[src/rtl/multiplier_control_unit.sv]
// Sequencer for the signed add-shift multiplier: drives clear/load/add/shift strobes to the A/B/X datapath.
// Latency: CLR one cycle after Run is seen in IDLE, WIDTH ADD/SHIFT pairs follow, Done at +2*WIDTH+2.
// Backpressure: none; Run/ClearA_LoadB are sampled only in IDLE/DONE and a started run always completes.
module multiplier_control_unit #(
  parameter int WIDTH = 8
) (
  input  logic                     Clk,
  input  logic                     Reset_n,
  input  logic                     Run,
  input  logic                     ClearA_LoadB,
  input  logic                     M,
  output logic                     Clr_A,
  output logic                     Ld_B,
  output logic                     Ld_A,
  output logic                     Ld_X,
  output logic                     Fn,
  output logic                     Shift_En,
  output logic                     Busy,
  output logic                     Done,
  output logic [$clog2(WIDTH)-1:0] Iter
);

  localparam int IW = $clog2(WIDTH);
  localparam logic [IW-1:0] LAST = IW'(WIDTH - 1);

  typedef enum logic [2:0] {
    S_IDLE,
    S_CLR,
    S_ADD,
    S_SHIFT,
    S_DONE
  } state_t;

  state_t        state, state_nxt;
  logic [IW-1:0] iter_q, iter_nxt;

  // Decoded strobes before reset gating.
  logic clr_a_c, ld_b_c, ld_a_c, ld_x_c, fn_c, shift_en_c, busy_c, done_c;

  // State and iteration counter; the only storage in the block.
  always_ff @(posedge Clk or negedge Reset_n) begin
    if (!Reset_n) begin
      state  <= S_IDLE;
      iter_q <= '0;
    end else begin
      state  <= state_nxt;
      iter_q <= iter_nxt;
    end
  end

  // Next-state logic and combinational strobe decode.
  always_comb begin
    state_nxt  = state;
    iter_nxt   = iter_q;
    clr_a_c    = 1'b0;
    ld_b_c     = 1'b0;
    ld_a_c     = 1'b0;
    ld_x_c     = 1'b0;
    fn_c       = 1'b0;
    shift_en_c = 1'b0;
    busy_c     = 1'b0;
    done_c     = 1'b0;
    case (state)
      S_IDLE: begin
        // Run wins over the idle-time load request.
        if (Run) begin
          state_nxt = S_CLR;
        end else if (ClearA_LoadB) begin
          ld_b_c  = 1'b1;
          clr_a_c = 1'b1;
        end
      end
      S_CLR: begin
        clr_a_c   = 1'b1;
        busy_c    = 1'b1;
        iter_nxt  = '0;
        state_nxt = S_ADD;
      end
      S_ADD: begin
        busy_c    = 1'b1;
        ld_a_c    = M;
        ld_x_c    = M;
        // Last multiplier bit carries negative weight, so subtract there.
        fn_c      = M && (iter_q == LAST);
        state_nxt = S_SHIFT;
      end
      S_SHIFT: begin
        busy_c     = 1'b1;
        shift_en_c = 1'b1;
        if (iter_q == LAST) begin
          state_nxt = S_DONE;
        end else begin
          iter_nxt  = iter_q + IW'(1);
          state_nxt = S_ADD;
        end
      end
      S_DONE: begin
        done_c = 1'b1;
        // Wait for Run release so one press yields exactly one run.
        if (!Run) state_nxt = S_IDLE;
      end
      default: begin
        state_nxt = S_IDLE;
        iter_nxt  = '0;
      end
    endcase
  end

  // Reset forces every output low, including IDLE decodes driven by inputs.
  assign Clr_A    = Reset_n & clr_a_c;
  assign Ld_B     = Reset_n & ld_b_c;
  assign Ld_A     = Reset_n & ld_a_c;
  assign Ld_X     = Reset_n & ld_x_c;
  assign Fn       = Reset_n & fn_c;
  assign Shift_En = Reset_n & shift_en_c;
  assign Busy     = Reset_n & busy_c;
  assign Done     = Reset_n & done_c;
  assign Iter     = iter_q;

endmodule
[config.mk]
export PLATFORM = sky130hd
export DESIGN_NAME = multiplier_control_unit
export DESIGN_NICKNAME = d
export VERILOG_FILES = /design/src/rtl/multiplier_control_unit.sv
export SDC_FILE = /design/constraint.sdc
export NUM_CORES = 1
export LEC_CHECK = 0
export CAP_MARGIN = 10
export CORE_AREA = 8 8 45 47
export DETAILED_ROUTE_END_ITERATION = 6
export DIE_AREA = 0 0 53 55
export GPL_ROUTABILITY_DRIVEN = 0
export PLACE_DENSITY = 0.59
export SYNTH_ARGS = -nofsm -noshare
export SYNTH_HDL_FRONTEND = slang
export SYNTH_SLANG_ARGS = --single-unit
[constraint.sdc]
create_clock -name Clk -period 1.6 [get_ports Clk]
set_input_delay 0.32 -clock Clk [delete_from_list [all_inputs] [get_ports Clk]]
set_output_delay 0.32 -clock Clk [all_outputs]
set_load 0.05 [all_outputs]
==> Yosys cells after proc, flatten, opt, wreduce, memory -nomap -nowiden <==
Index checks and enable logic that the tools add are counted.
{ "word_totals": {"in_bits": 5, "out_inout_bits": 11, "register_bits": 6, "wordCells": 40} }
{ "op_classes": {"bitwise_logic": 8, "addsub": 1, "n_reduce_logical": 6, "mux": 15, "eq_ne": 8} }
{ "ops": {"columns": ["cell", "n"], "rows": [
  ["$pmux 3 s5", 1],
  ["$mux 3", 4],
  ["$mux 1", 8],
  ["$and 1x1->1", 7],
  ["$eq 3x2->1 const B", 2],
  ["$eq 3x3->1 const B", 2],
  ["$ne 2x2->1 const B", 3],
  ["$pmux 3 s2", 1],
  ["$reduce_or 3->1", 2],
  ["$reduce_and 2->1", 2],
  ["$add 3x1->3 const B", 1],
  ["$eq 3x1->1 const B", 1],
  ["$logic_not 3->1", 1],
  ["$pmux 1 s2", 1],
  ["$logic_and 1x1->1", 1],
  ["$not 1->1", 1]
]} }

==> Longest topological paths before layout <==
{ "logic_depth": {"ltp_word": 4, "mapped_depth": 5, "ltp_nobuf": 5} }

==> Worst setup path before layout <==
OpenSTA, ideal clock, no wires.
{ "synth_path": {"path_type": "register to output", "start": "reg iter_q[0] (netlist: Iter[0])", "end": "out Fn", "path_buffers": 0, "path_stages_with_launch": 5, "t_arrival_ps": 1712, "slack_ps": -432, "t_required_ps": 1280, "cell_sequence": "dfrtp_1 > ha_1 > ha_1 > and3b_1 > and4b_1"} }
{ "synth_via": {"elab_chain_len": 4} }
{ "synth_rtl": {"columns": ["item", "line_no", "source"], "rows": [
  ["from (decl)", "35", "logic [IW-1:0] iter_q, iter_nxt;"],
  ["from (signal assigned)", "47", "iter_q <= iter_nxt;"],
  ["$eq 3x3->1", "84", "fn_c = M && (iter_q == LAST);"],
  ["$logic_and 1x1->1", "84", null],
  ["$mux 1", "63", "case (state)"],
  ["$and 1x1->1", "114", "assign Fn = Reset_n & fn_c;"],
  ["to (decl)", "16", "output logic Fn,"]
]} }
Every way passes these cells.

==> Worst setup path in the final report <==
{ "layout_path": {"start": "reg iter_q[1] (netlist: Iter[1])", "end": "out Fn"} }
The elaborated chain is that of the path after synthesis.

==> impl_metrics.yaml <==
clocking:
  cts-root-buf: "clkbuf_4"
  cts_max_level: 1
  worst_skew_pair.late_latency_ps: 240
  clk_transition_reported_paths_ps: 50
  cts.sinks: 6
  clk_path_buf_depth: 2
  cts_tree: "yes"
  cts_made_buffers: 3
grt:
  use_met3_pct: 2.67
  antenna_found_initial: 0
  gr-total-overflow: 0
  grtUsageTotal_pct: 7.57
  grt_use_met2_pct: 14.1
  grtUsageMet1_pct: 7.67
  top_usage_layer: "met2"
  grt_pass1_wl_um: 1670
  grt_start_max_net_pins: 10
  grt_pass1_vias: 387
worst_setup_path:
  worstSetupPathType: "flip-flop to output port"
  reg2reg_to: "Iter[0]"
  crit_slowest_cell: "dfrtp_2"
  crit_top_cell: "ha_4"
  regToRegSetupSlack_ps: -70
  crit_path_end: "Fn"
  r2r-start: "Iter[1]"
  critPathBufInv: 1
  slowest_delay_ps: 420
  cp.arrival_ps: 1540
  required_ps: 1280
  crit_fanout: 3
  cp-start-kind: "flip-flop"
  crit_cells: 5
  r2r_cells: 6
  crit_chain: "ha_4, ha_4, and3b_1, and4b_2, buf_12"
  critPathTopFamily: "flip-flops"
  end_kind: "output port"
  startpoint: "Iter[1]"
synthesis:
  synth-warning-count: 0
  ys_top_cells_by_area: "dfrtp_1 42%, ha_1 7.0%, and4b_1 5.6%"
  syn_area_um2: 358
  synth.cells.most_frequent: "6 x dfrtp_1, 3 x and3_1, 3 x nor2_1, 3 x nor3_1"
  async_flop_share_pct: 100
  synth.ff_latch_count: 6
  synth-edff-count: 0
  yosysMostFrequentCell: "dfrtp_1"
  synth_cells: 34
  ys_types: 19
  seq_area_frac_synth_pct: 42.0
  syn_nets: 41
  avgSynthCellArea_um2: 10.5
  synth_top_area_share_pct: 42.0
  synth_area_leader_cell: "dfrtp_1"
  synth-main-ff-cell: "dfrtp_1"
timing:
  rsz0062_at_grt: "yes"
  setup_violations: 6
  worst_pin_slew_ps: 209
  hold_viol: 0
  max_slew_margin_pct: 86.0
  fin_crit_sh_pct: 116
  layout_min_cycle_time_ps: 1860
  fin_skew_ps: 2.14
  drv_slew: 0
  fmax_mhz: 539
  setup_slack_ps: -256
cells_and_area:
  final_cells: 81
  nets: 73
  antenna_cells: 0
  area_growth_pct: 135
  fin_area_um2: 840
  fin_util_pct: 60.7
  num-fill-cells: 112
  drive_gt1_share_pct: 70.8
floorplanning:
  core_area_um2: 1380
  die_x_um: 53
  die_h_um: 55
  io_pins: 16
  initial_core_util_pct: 25.9
  die_area_um2: 2920
  rows: 14
place:
  placed_area_um2: 732
  dp_slack_ps: -221
  port_buffers: 15
  place_hpwl_um: 842
  place_inst: 72
detailed_routing:
  via_per_inst: 4.75
  drc: 0
  vias: 385
  wl_per_cell_um: 13.7
  firstDrtPassIters: 4
  antenna_left: 0
  drt_wl_total_um: 1110
  first_iter_violations: 5
worst_hold_path:
  hold_path.class: "input pin to async pin"
outcome:
  violations: "setup timing"
  outcome: "complete, but fails checks"
power_and_ir_drop:
  p_leak_nw: 0.393
  power_density_nw_per_um2: 1890
  ir_worst_vdd_v: 0.00111
run:
  maxCapViolCount: 0
[layout by cell type (no fill, tap or decap), drive strengths merged, types with 2 or more instances in the layout]
| master | instances |
|---|---|
| a21oi | 2 |
| a22o | 2 |
| and3 | 3 |
| and4b | 2 |
| buf | 24 |
| clkbuf | 5 |
| dfrtp | 6 |
| dlymetal6s2s | 2 |
| ha | 2 |
| nor2 | 3 |
| nor3 | 3 |
[logic make-up (layout without fill, tap and decap cells)]
family	Yosys count	after routing	synth area share (%)
buffers and inverters	3	34	4.19
adder cells (fa/ha/maj)	2	2	6.99
AND/OR/NAND/NOR	17	17	32.2
flip-flops	6	6	42.0
multiplexers	1	1	4.19
AO/OA/AOI/OAI	5	5	10.5
[worst min-delay path by stage]
stage	from	end	slack (ps)	cells past startpoint
3_3_place_gp	state[2]	state[0]	550	1
3_5_place_dp	state[2]	state[0]	560	1
5_1_grt	Reset_n	state[1]	260	2
4_1_cts	Reset_n	state[1]	170	2
6_report	Reset_n	state[1]	230	2
2_1_floorplan	Reset_n	Iter[0]	20	0
[state kept, by name (all words and copies together) (netlist names)]
register,flops
Iter,3
state,3
[power breakdown]
part | switching (mW) | total (mW) | internal (mW)
registers | 0.0948 | 0.323 | 0.228
logic | 0.505 | 1.11 | 0.606
clock network | 0.0558 | 0.150 | 0.0946
total | 0.656 | 1.58 | 0.929
[final cells by class]
class | instances | area [µm²] | area share [%]
flip-flops and latches | 6 | 155 | 18.5
repair buffers | 29 | 378 | 45.0
well taps | 16 | 20.0 | 2.38
inverters | 1 | 3.75 | 0.447
clock buffers | 4 | 26.3 | 3.13
multi-input cells | 25 | 256 | 30.6
[stage by stage]
step	TNS, ps	total power [mW]	hold slack (ps)
2_1_floorplan	-256	0.834	24.4
5_1_grt	-878	1.68	255
3_5_place_dp	-961	1.32	560
3_3_place_gp	-871	1.31	552
6_report	-543	1.58	234
4_1_cts	-525	1.53	166
[metal layers]
metal | up-vias | part of all wire, %
li1 | 190 | -
met1 | 180 | 34
met2 | 15 | 55
met3 | 0 | 11
met4 | 0 | 0
met5 | - | 0
[repair_timing]
item	CTS	global route
setup endpoints to repair	7	10
gates resized for setup	6	8
cloned	0	0
buffers inserted	2	4
endpoints found under the hold margin	0	0
hold buffers	0	0
pin swaps	4	3
[worst reg2reg max path, stage by stage, from the launching register on]
cell     delay (ps)
dfrtp_2         420
ha_4            170
ha_4            150
and3b_1         180
buf_4           130
or2_4           250
mux2_4          250
Note: power is estimated with default switching activity, not from simulation.
